==> config.mk <==
export PLATFORM = sky130hd
export DESIGN_NAME = idec_pipe
export DESIGN_NICKNAME = d
export VERILOG_FILES = /design/src/rtl/idec_pkg.sv /design/src/rtl/idec_pipe_jmpchk.sv /design/src/rtl/idec_pipe.sv
export SDC_FILE = /design/constraint.sdc
export NUM_CORES = 1
export LEC_CHECK = 0
export ABC_CLOCK_PERIOD_IN_PS = 3800
export CORE_MARGIN = 1
export CORE_UTILIZATION = 35
export DETAILED_ROUTE_END_ITERATION = 7
export PLACE_DENSITY = 0.65
export SETUP_SLACK_MARGIN = 0.05
export SLEW_MARGIN = 0
export SYNTH_ARGS = -nofsm -noshare
export SYNTH_HDL_FRONTEND = slang
export SYNTH_SLANG_ARGS = --single-unit
==> constraint.sdc <==
create_clock -name clk -period 3.8 [get_ports clk]
set_clock_uncertainty 0.1 [all_clocks]
set_input_delay 0.95 -clock clk [delete_from_list [all_inputs] [get_ports clk]]
set_output_delay 0.95 -clock clk [all_outputs]
set_load 0.005 [all_outputs]
==> src/rtl/idec_pkg.sv <==
// idec_pkg: shared definitions for the idec_pipe instruction decoder.
//   - cc_e     : 3-bit jump condition codes carried in the ccc field
//   - R_*      : register numbers that have special decode meaning
//   - state_e  : memory-access FSM states
//   - FLAG_*   : bit positions inside the {sign,carry,parity,zero} flag word
package idec_pkg;

  typedef enum logic [2:0] {
    CC_UNC    = 3'd0,
    CC_POS    = 3'd1,
    CC_NEG    = 3'd2,
    CC_ZERO   = 3'd3,
    CC_PARODD = 3'd4,
    CC_CARRY  = 3'd5,
    CC_NCARRY = 3'd6,
    CC_NZERO  = 3'd7
  } cc_e;

  // Register numbers with side effects: 0 = immediate / memory data,
  // 1 = program counter (jump), 2 = memory address register.
  localparam int R_IMM  = 0;
  localparam int R_PC   = 1;
  localparam int R_ADDR = 2;

  typedef enum logic {
    RUN      = 1'b0,
    MEM_WAIT = 1'b1
  } state_e;

  localparam int FLAG_ZERO   = 0;
  localparam int FLAG_PARITY = 1;
  localparam int FLAG_CARRY  = 2;
  localparam int FLAG_SIGN   = 3;

endpackage

==> src/rtl/idec_pipe_jmpchk.sv <==
// idec_jmpchk: combinational jump-condition evaluator.
// Ports:
//   ccc   in  3 : condition code from the instruction in IR1
//   flags in  4 : latched {sign,carry,parity,zero}
//   take  out 1 : condition satisfied
module idec_jmpchk
  import idec_pkg::*;
(
  input  logic [2:0] ccc,
  input  logic [3:0] flags,
  output logic       take
);

  always_comb begin
    take = 1'b0;
    case (cc_e'(ccc))
      CC_UNC:    take = 1'b1;
      CC_POS:    take = ~flags[FLAG_SIGN];
      CC_NEG:    take = flags[FLAG_SIGN];
      CC_ZERO:   take = flags[FLAG_ZERO];
      CC_PARODD: take = flags[FLAG_PARITY];
      CC_CARRY:  take = flags[FLAG_CARRY];
      CC_NCARRY: take = ~flags[FLAG_CARRY];
      CC_NZERO:  take = ~flags[FLAG_ZERO];
    endcase
  end

endmodule

==> src/rtl/idec_pipe.sv <==
// idec_pipe: two-stage instruction decoder (IR0 decode/read, IR1 execute/retire)
// with fetch handshake, latched ALU flags and a memory-access wait FSM with
// timeout abort.
// Instruction word: ffff | d(RAW) | s(RAW) | m | ccc
// Ports:
//   clk, reset (async, active high)
//   instr_valid/instr/instr_ready : fetch handshake
//   flags_in     : ALU flags, latched into flags_q when gate=1
//   mem_ack      : memory access complete
//   aluf, writeAddress, wr_en, gate, dojump, wrAddr : IR1 (retire) controls
//   readAddrA/B, selA/selB                          : IR0 (operand) controls
//   sel_addr_reg, rw, mem_req, mem_err              : memory port controls
// Optional build macro IDEC_PIPE_HAZARD_EN: adds a read-after-write interlock
// that stalls IR0 for one cycle when it reads a register IR1 is writing.
module idec_pipe
  import idec_pkg::*;
#(
  parameter int  RAW     = 4,
  parameter int  NSEL    = 2,
  parameter int  MEM_TMO = 15,
  localparam int IW      = 4 + 2*RAW + 4,
  localparam int CW      = $clog2(MEM_TMO + 1)
) (
  input  logic            clk,
  input  logic            reset,
  input  logic            instr_valid,
  input  logic [IW-1:0]   instr,
  output logic            instr_ready,
  input  logic [3:0]      flags_in,
  input  logic            mem_ack,
  output logic [3:0]      aluf,
  output logic [RAW-1:0]  readAddrA,
  output logic [RAW-1:0]  readAddrB,
  output logic [RAW-1:0]  writeAddress,
  output logic [NSEL-1:0] selA,
  output logic [NSEL-1:0] selB,
  output logic            wr_en,
  output logic            gate,
  output logic            sel_addr_reg,
  output logic            rw,
  output logic            mem_req,
  output logic            mem_err,
  output logic            dojump,
  output logic            wrAddr,
  output logic [3:0]      flags_q
);

  // IR1 only keeps the fields it decodes; the s field is consumed in IR0.
  logic [IW-1:0]  ir0_reg;
  logic           ir0_v_reg;
  logic [3:0]     ir1_f_reg;
  logic [RAW-1:0] ir1_d_reg;
  logic           ir1_m_reg;
  logic [2:0]     ir1_c_reg;
  logic           ir1_v_reg;
  state_e         state_reg;
  logic [CW-1:0]  cnt_reg;

  logic [RAW-1:0] d0, s0;
  logic           m0;
  logic           wr_op, rd_op, mem_op;
  logic           hold, stall, fetch, timeout;
  logic           jmp_take, imm0, squash;

  assign d0 = ir0_reg[IW-5 -: RAW];
  assign s0 = ir0_reg[IW-5-RAW -: RAW];
  assign m0 = ir0_reg[3];

  // Memory write is executed from IR1, memory read is started from IR0.
  assign wr_op  = ir1_v_reg & ir1_m_reg & (ir1_d_reg == RAW'(R_IMM));
  assign rd_op  = ir0_v_reg & m0 & (s0 == RAW'(R_IMM));
  assign mem_op = wr_op | rd_op;

  assign mem_req = (state_reg == MEM_WAIT) | mem_op;
  // An ack in the same cycle releases the pipeline; the op advances at this edge.
  assign hold    = mem_req & ~mem_ack;
  assign timeout = (state_reg == MEM_WAIT) & (cnt_reg == CW'(MEM_TMO)) & ~mem_ack;

`ifdef IDEC_PIPE_HAZARD_EN
  // Registers 0..2 have side-effect semantics and are never interlocked.
  assign stall = ~hold & ir0_v_reg & ir1_v_reg & (ir1_d_reg > RAW'(R_ADDR)) &
                 (((s0 > RAW'(R_ADDR)) & (s0 == ir1_d_reg)) |
                  ((d0 > RAW'(R_ADDR)) & (d0 == ir1_d_reg)));
`else
  assign stall = 1'b0;
`endif

  assign instr_ready = ~reset & ~hold & ~stall;
  assign fetch       = instr_valid & instr_ready;

  idec_jmpchk u_jmpchk (
    .ccc   (ir1_c_reg),
    .flags (flags_q),
    .take  (jmp_take)
  );

  // IR0 operand decode
  assign readAddrA = ir0_v_reg ? d0 : '0;
  assign readAddrB = ir0_v_reg ? s0 : '0;
  assign selA = ~ir0_v_reg ? '0 : ((d0 < RAW'(3)) ? NSEL'(d0) : {NSEL{1'b1}});
  assign selB = ~ir0_v_reg ? '0 : ((s0 < RAW'(3)) ? NSEL'(s0) : {NSEL{1'b1}});

  // IR1 retire decode; side effects only when IR1 actually retires (~hold)
  assign aluf         = ir1_v_reg ? ir1_f_reg : 4'd0;
  assign writeAddress = ir1_v_reg ? ir1_d_reg : '0;
  assign wr_en        = ir1_v_reg & ~hold & (ir1_d_reg > RAW'(R_ADDR));
  assign gate         = ir1_v_reg & ~hold & (|ir1_f_reg);
  assign dojump       = ir1_v_reg & ~hold & (ir1_d_reg == RAW'(R_PC)) & jmp_take;
  assign wrAddr       = ir1_v_reg & ~hold & (ir1_d_reg == RAW'(R_ADDR));
  assign sel_addr_reg = mem_op;
  assign rw           = ~wr_op;
  assign mem_err      = timeout;

  // Immediate load: the following fetch word is the literal, not an opcode.
  assign imm0   = ir0_v_reg & (s0 == RAW'(R_IMM)) & (d0 != RAW'(R_IMM)) & ~m0;
  assign squash = dojump | imm0 | (wr_op & ~hold);

  always_ff @(posedge clk or posedge reset) begin
    if (reset) begin
      ir0_reg   <= '0;
      ir0_v_reg <= 1'b0;
      ir1_f_reg <= '0;
      ir1_d_reg <= '0;
      ir1_m_reg <= 1'b0;
      ir1_c_reg <= '0;
      ir1_v_reg <= 1'b0;
      flags_q   <= '0;
      state_reg <= RUN;
      cnt_reg   <= '0;
    end else begin
      if (gate) begin
        flags_q <= flags_in;
      end

      case (state_reg)
        RUN: begin
          if (hold) begin
            state_reg <= MEM_WAIT;
          end
        end
        MEM_WAIT: begin
          if (mem_ack) begin
            state_reg <= RUN;
            cnt_reg   <= '0;
          end else if (timeout) begin
            // Abort: drop the faulting instruction, the write has priority.
            state_reg <= RUN;
            cnt_reg   <= '0;
            if (wr_op) begin
              ir1_v_reg <= 1'b0;
            end else begin
              ir0_v_reg <= 1'b0;
            end
          end else begin
            cnt_reg <= cnt_reg + CW'(1);
          end
        end
      endcase

      if (~hold) begin
        if (stall) begin
          ir1_v_reg <= 1'b0;
        end else begin
          ir1_f_reg <= ir0_reg[IW-1 -: 4];
          ir1_d_reg <= d0;
          ir1_m_reg <= m0;
          ir1_c_reg <= ir0_reg[2:0];
          ir1_v_reg <= ir0_v_reg;
          if (fetch) begin
            ir0_reg <= instr;
          end
          ir0_v_reg <= fetch & ~squash;
        end
      end
    end
  end

endmodule

# Word-level counts from Yosys, hierarchy flattened
# Cells that the tools add are included.
# op_classes
addsub	1
magnitude_cmp	3
n_eq_ne	15
muxes	25
n_bitwise	34
reduce_logical	8
# op_table
operator	n
$mux W4	6
$and A1 B1 Y1	20
$mux W1	13
$eq A3 B3 Y1 const B	4
$ne A2 B2 Y1 const B	5
$not A1 Y1	10
$logic_not A4 Y1	2
$lt A4 B2 Y1 const B	2
$mux W2	4
$pmux W1 S8	1
$reduce_and A4 Y1	2
$eq A3 B2 Y1 const B	2
$add A4 B1 Y4 const B	1
$eq A4 B1 Y1 const B	1
$eq A4 B2 Y1 const B	1
$eq A4 B4 Y1 const B	1
$gt A4 B2 Y1 const B	1
$or A1 B1 Y1	4
$reduce_bool A4 Y1	1
$reduce_or A4 Y1	1
$eq A3 B1 Y1 const B	1
$logic_not A3 Y1	1
$pmux W1 S2	1
$reduce_and A2 Y1	1
# word_totals
register_bits	39
in_bits	24
out_inout_bits	33
elab_cells	96

# Longest topological paths before layout
# depth
ltp_word	14
depth_mapped	6
ltp_nobuf	5

# By module
# Synthesis repeated with hierarchy kept, for this count alone.
# hier_totals
hier_cells	156
area_unflattened_um2	1985.7
# modules_own_cells
module	n_inst	cells_per_inst	area_each_um2	seq_area_each_um2
idec_pipe	1	151	1926.8	975.9
idec_jmpchk	1	5	58.8	0.0

# Worst setup path before layout
# OpenSTA, ideal clock, no wires.
# synth_path
path_kind	input-to-output
from	in mem_ack
to	out wrAddr
arrival_time_ps	1575
t_required_ps	2750
setup_slack_ps	1175
cell_stages	3
n_path_buf	1
path_cell_list	a31oi_4 buf_2 and4b_1
# synth_via
elab_chain_len	5
# synth_rtl
item	line_no	text
start: declaration	idec_pipe.sv:30	input logic mem_ack,
$not A1 Y1	idec_pipe.sv:76	assign hold = mem_req & ~mem_ack;
$and A1 B1 Y1	idec_pipe.sv:76	
$not A1 Y1 (no source line)	-	
$and A1 B1 Y1 (2 in series)	idec_pipe.sv:109	assign wrAddr = ir1_v_reg & ~hold & (ir1_d_reg == RAW'(R_ADDR));
end: declaration	idec_pipe.sv:44	output logic wrAddr,
# Every way passes these cells.

# Final worst setup path
# layout_path
from	in mem_ack
to	out dojump
# layout_via
elab_chain_len	6
# layout_rtl
item	line_no	text
$not A1 Y1	idec_pipe.sv:76	
$and A1 B1 Y1	idec_pipe.sv:76	
$not A1 Y1 (no source line)	-	
$and A1 B1 Y1 (3 in series)	idec_pipe.sv:108	assign dojump = ir1_v_reg & ~hold & (ir1_d_reg == RAW'(R_PC)) & jmp_take;
end: declaration	idec_pipe.sv:43	output logic dojump,
# Every way passes these cells.

==> metrics.md <==
| Metric | Value |
|---|---|
| Pin count of the biggest net entering global routing | `40` |
| CTS tree | `done` |
| Synthesized flop and latch total | `39` |
| Die Wd | `76.0 um` |
| Met1 GRT Util | `21.1%` |
| Global routing's busiest layer | `met2` |
| Final setup vio count | `0` |
| Max FO, Critical Path | `12` |
| Global Route Usage Sum | `15.6%` |
| Clock Tree Buf Depth | `2` |
| Cell Pwr Density | `433 nW/um2` |
| Post CTS Setup Buffer Count | `0` |
| Largest cells by area after synthesis | `dfrtp_1 (51%), mux2_2 (14%), mux2_4 (7.8%)` |
| Yosys top cell area share | `50.9%` |
| Register area share after synthesis | `50.9%` |
| Max-slew headroom | `66.4%` |
| Post-Synth Simple-Gate Area | `17.4%` |
| Core area | `5200 um2` |
| Syn nets | `178` |
| First drt pass iteration count | `4` |
| CTS H-tree lvls | `2` |
| Flop-to-flop setup slack | `1.32 ns` |
| Post-synthesis xor/xnor area fraction | `0%` |
| Worst r2r src | `ir1_d_reg[0]` |
| Clk slew on worst S/H paths | `0.07 ns` |
| Max Cap Viol | `0` |
| Outcome | `completed` |
| Clock Latency Late Sink | `0.29 ns` |
| CP Capture Type | `output pin` |
| Main combinational cell family by area after synthesis | `multiplexers` |
| WL/cell | `13.7 um` |
| Mux contribution to synthesized area | `21.9%` |
| CP Class | `primary input to output pin` |
| GP Congestion | `0.731` |
| Cell variety after synth | `37` |
| Number of global-route vias before repair | `1436` |
| FP Rows | `26` |
| Filler cells | `474` |
| Worst Hold Launch | `ir0_reg[14]` |
| Ys flop type | `dfrtp_1` |
| Final net count | `243` |
| Vias | `1378` |
| Via density | `4.77` |
| Root buffer cell | `clkbuf_8` |
| Full die area | `5780 um2` |
| Top-count cell post-synth | `dfrtp_1` |
| Number of clock sinks | `39` |
| Final-report hold violation count | `0` |
| Yosys Warn Count | `0` |
| Antenna violations before repair | `0` |
| Fin util | `51.7%` |
| Clock buffer count from CTS | `5` |
| ANT cells | `0` |
| Setup TNS | `0 ns` |
| Worst Path Arrival | `2.55 ns` |
| Least-Margin Pin Slew | `0.504 ns` |
| Share of layout cells above drive strength 1 | `25.1%` |
| Hold Path Cell Cnt | `1` |
| Post-DRT Antenna Nets | `0` |
| Detail Placement HPWL | `2.91 mm` |
| Synth Area in Compound Gates | `6.59%` |
| Synth async-reset ratio | `100%` |
| Die H | `76.0 um` |
| Average cell area after synthesis | `12.5 um2` |
| Worst R2R End | `ir0_reg[6]` |
| Syn-to-layout area delta | `40.2%` |
| Largest register FFs | `16` |
| Number of DRC markers in iteration 0 | `72` |
| Post-synth top area cell | `dfrtp_1` |
| Post-synthesis adder-cell area fraction | `0.652%` |
| Number of synthesized flops with an enable pin | `0` |
| Starting Density | `36.9%` |
| CP required | `2.75 ns` |
| Met2 Track Usage GR | `22.8%` |
| Final min period | `3.60 ns` |
| RSZ-0062 raised after global routing | `no` |
| Grt ovf | `0` |
| HP Class | `flop to flop` |
| Hold endpoint | `ir1_f_reg[2]` |
| Critical Path Start Type | `primary input` |
| Peak Freq | `278 MHz` |
| PortBufs | `56` |
| GR Layer Usage met3 | `5.63%` |
| Post-synth top cells | `dfrtp_1 (39), mux2_2 (24), and2_1 (16)` |
| Max Slew Vio Count | `0` |
| Cells after synthesis | `153` |
| Leakage power | `1.13 nW` |
| Final wirelength | `3.95 mm` |
| R2R cell count | `7` |
| # IOs | `57` |
| First-pass GRT wire length | `7.02 mm` |
| Worst vdd ir | `221 uV` |
| Post-route DRC | `0` |
| Period utilisation layout | `94.8%` |
| Synthesized area | `1920 um2` |
==> cell families after synthesis <==
kind of cell	count (synthesis)
mux	34
simple gates	53
flops	39
buf+inv	9
fa+ha+maj	1
compound gates	17
==> what timing repair did <==
item | CTS | global route
resized for setup | 0 | 1
hold buffers | 0 | 0
endpoints found under the setup margin | 0 | 1
==> layout by cell type (no fill, tap or decap), types with 6 or more instances in the layout <==
cell type / count
and2_1: 16
buf_4: 7
clkbuf_8: 7
clkdlybuf4s50_1: 56
dfrtp_1: 39
mux2_2: 24
mux2_4: 10
nand2_1: 6
nor2_1: 7
o21ai_0: 6
==> critical path, cell delays in order <==
cell             delay, ns
clkdlybuf4s50_1       0.52
a31oi_4               0.10
nor4_1                0.41
clkdlybuf4s50_1       0.57
==> worst max-delay path by stage <==
| stage | start | to | slack (ns) |
|---|---|---|---|
| after floorplan | mem_ack | wrAddr | 1.17 |
| after global placement | mem_ack | instr_ready | 0.19 |
| after detailed placement | mem_ack | dojump | 0.17 |
| after CTS | ir0_v_reg | instr_ready | 0.11 |
| after global routing | ir1_d_reg[0] | instr_ready | 0.06 |
| final | mem_ack | dojump | 0.20 |
==> metal layers <==
layer	share of wire [%]	routed length, um
met2	44	1740
met4	1.6	63
met5	0	0
met3	6.2	245
met1	48	1900
==> per-stage QoR <==
step           cells  power (W)  hold WS (ns)  worst slack, ns  cell area, um2
4_1_cts          289    0.00118         0.412            0.109            2680
5_1_grt          289    0.00124         0.439           0.0556            2690
3_3_place_gp     281   0.000867         0.392            0.190            2580
6_report         289    0.00117         0.406            0.197            2690
3_5_place_dp     281   0.000871         0.397            0.169            2580
2_1_floorplan    153   0.000718         0.365             1.17            1920
==> report_power, final <==
| part | total (W) | switching (W) | internal, W |
|---|---|---|---|
| sequential | 0.000567 | 0.0000736 | 0.000493 |
| clock | 0.000306 | 0.000141 | 0.000166 |
| combinational | 0.000292 | 0.0000907 | 0.000201 |
| total | 0.00117 | 0.000305 | 0.000860 |
==> cell type report <==
class	instances	area, um2	area share (%)
Sequential cell	39	976	36.3
Multi-Input combinational cell	105	897	33.4
Timing Repair Buffer	63	613	22.8
Clock buffer	8	100	3.72
Tap cell	70	87.6	3.26
Inverter	4	15.0	0.558
Power figures use the tool's default switching activity.
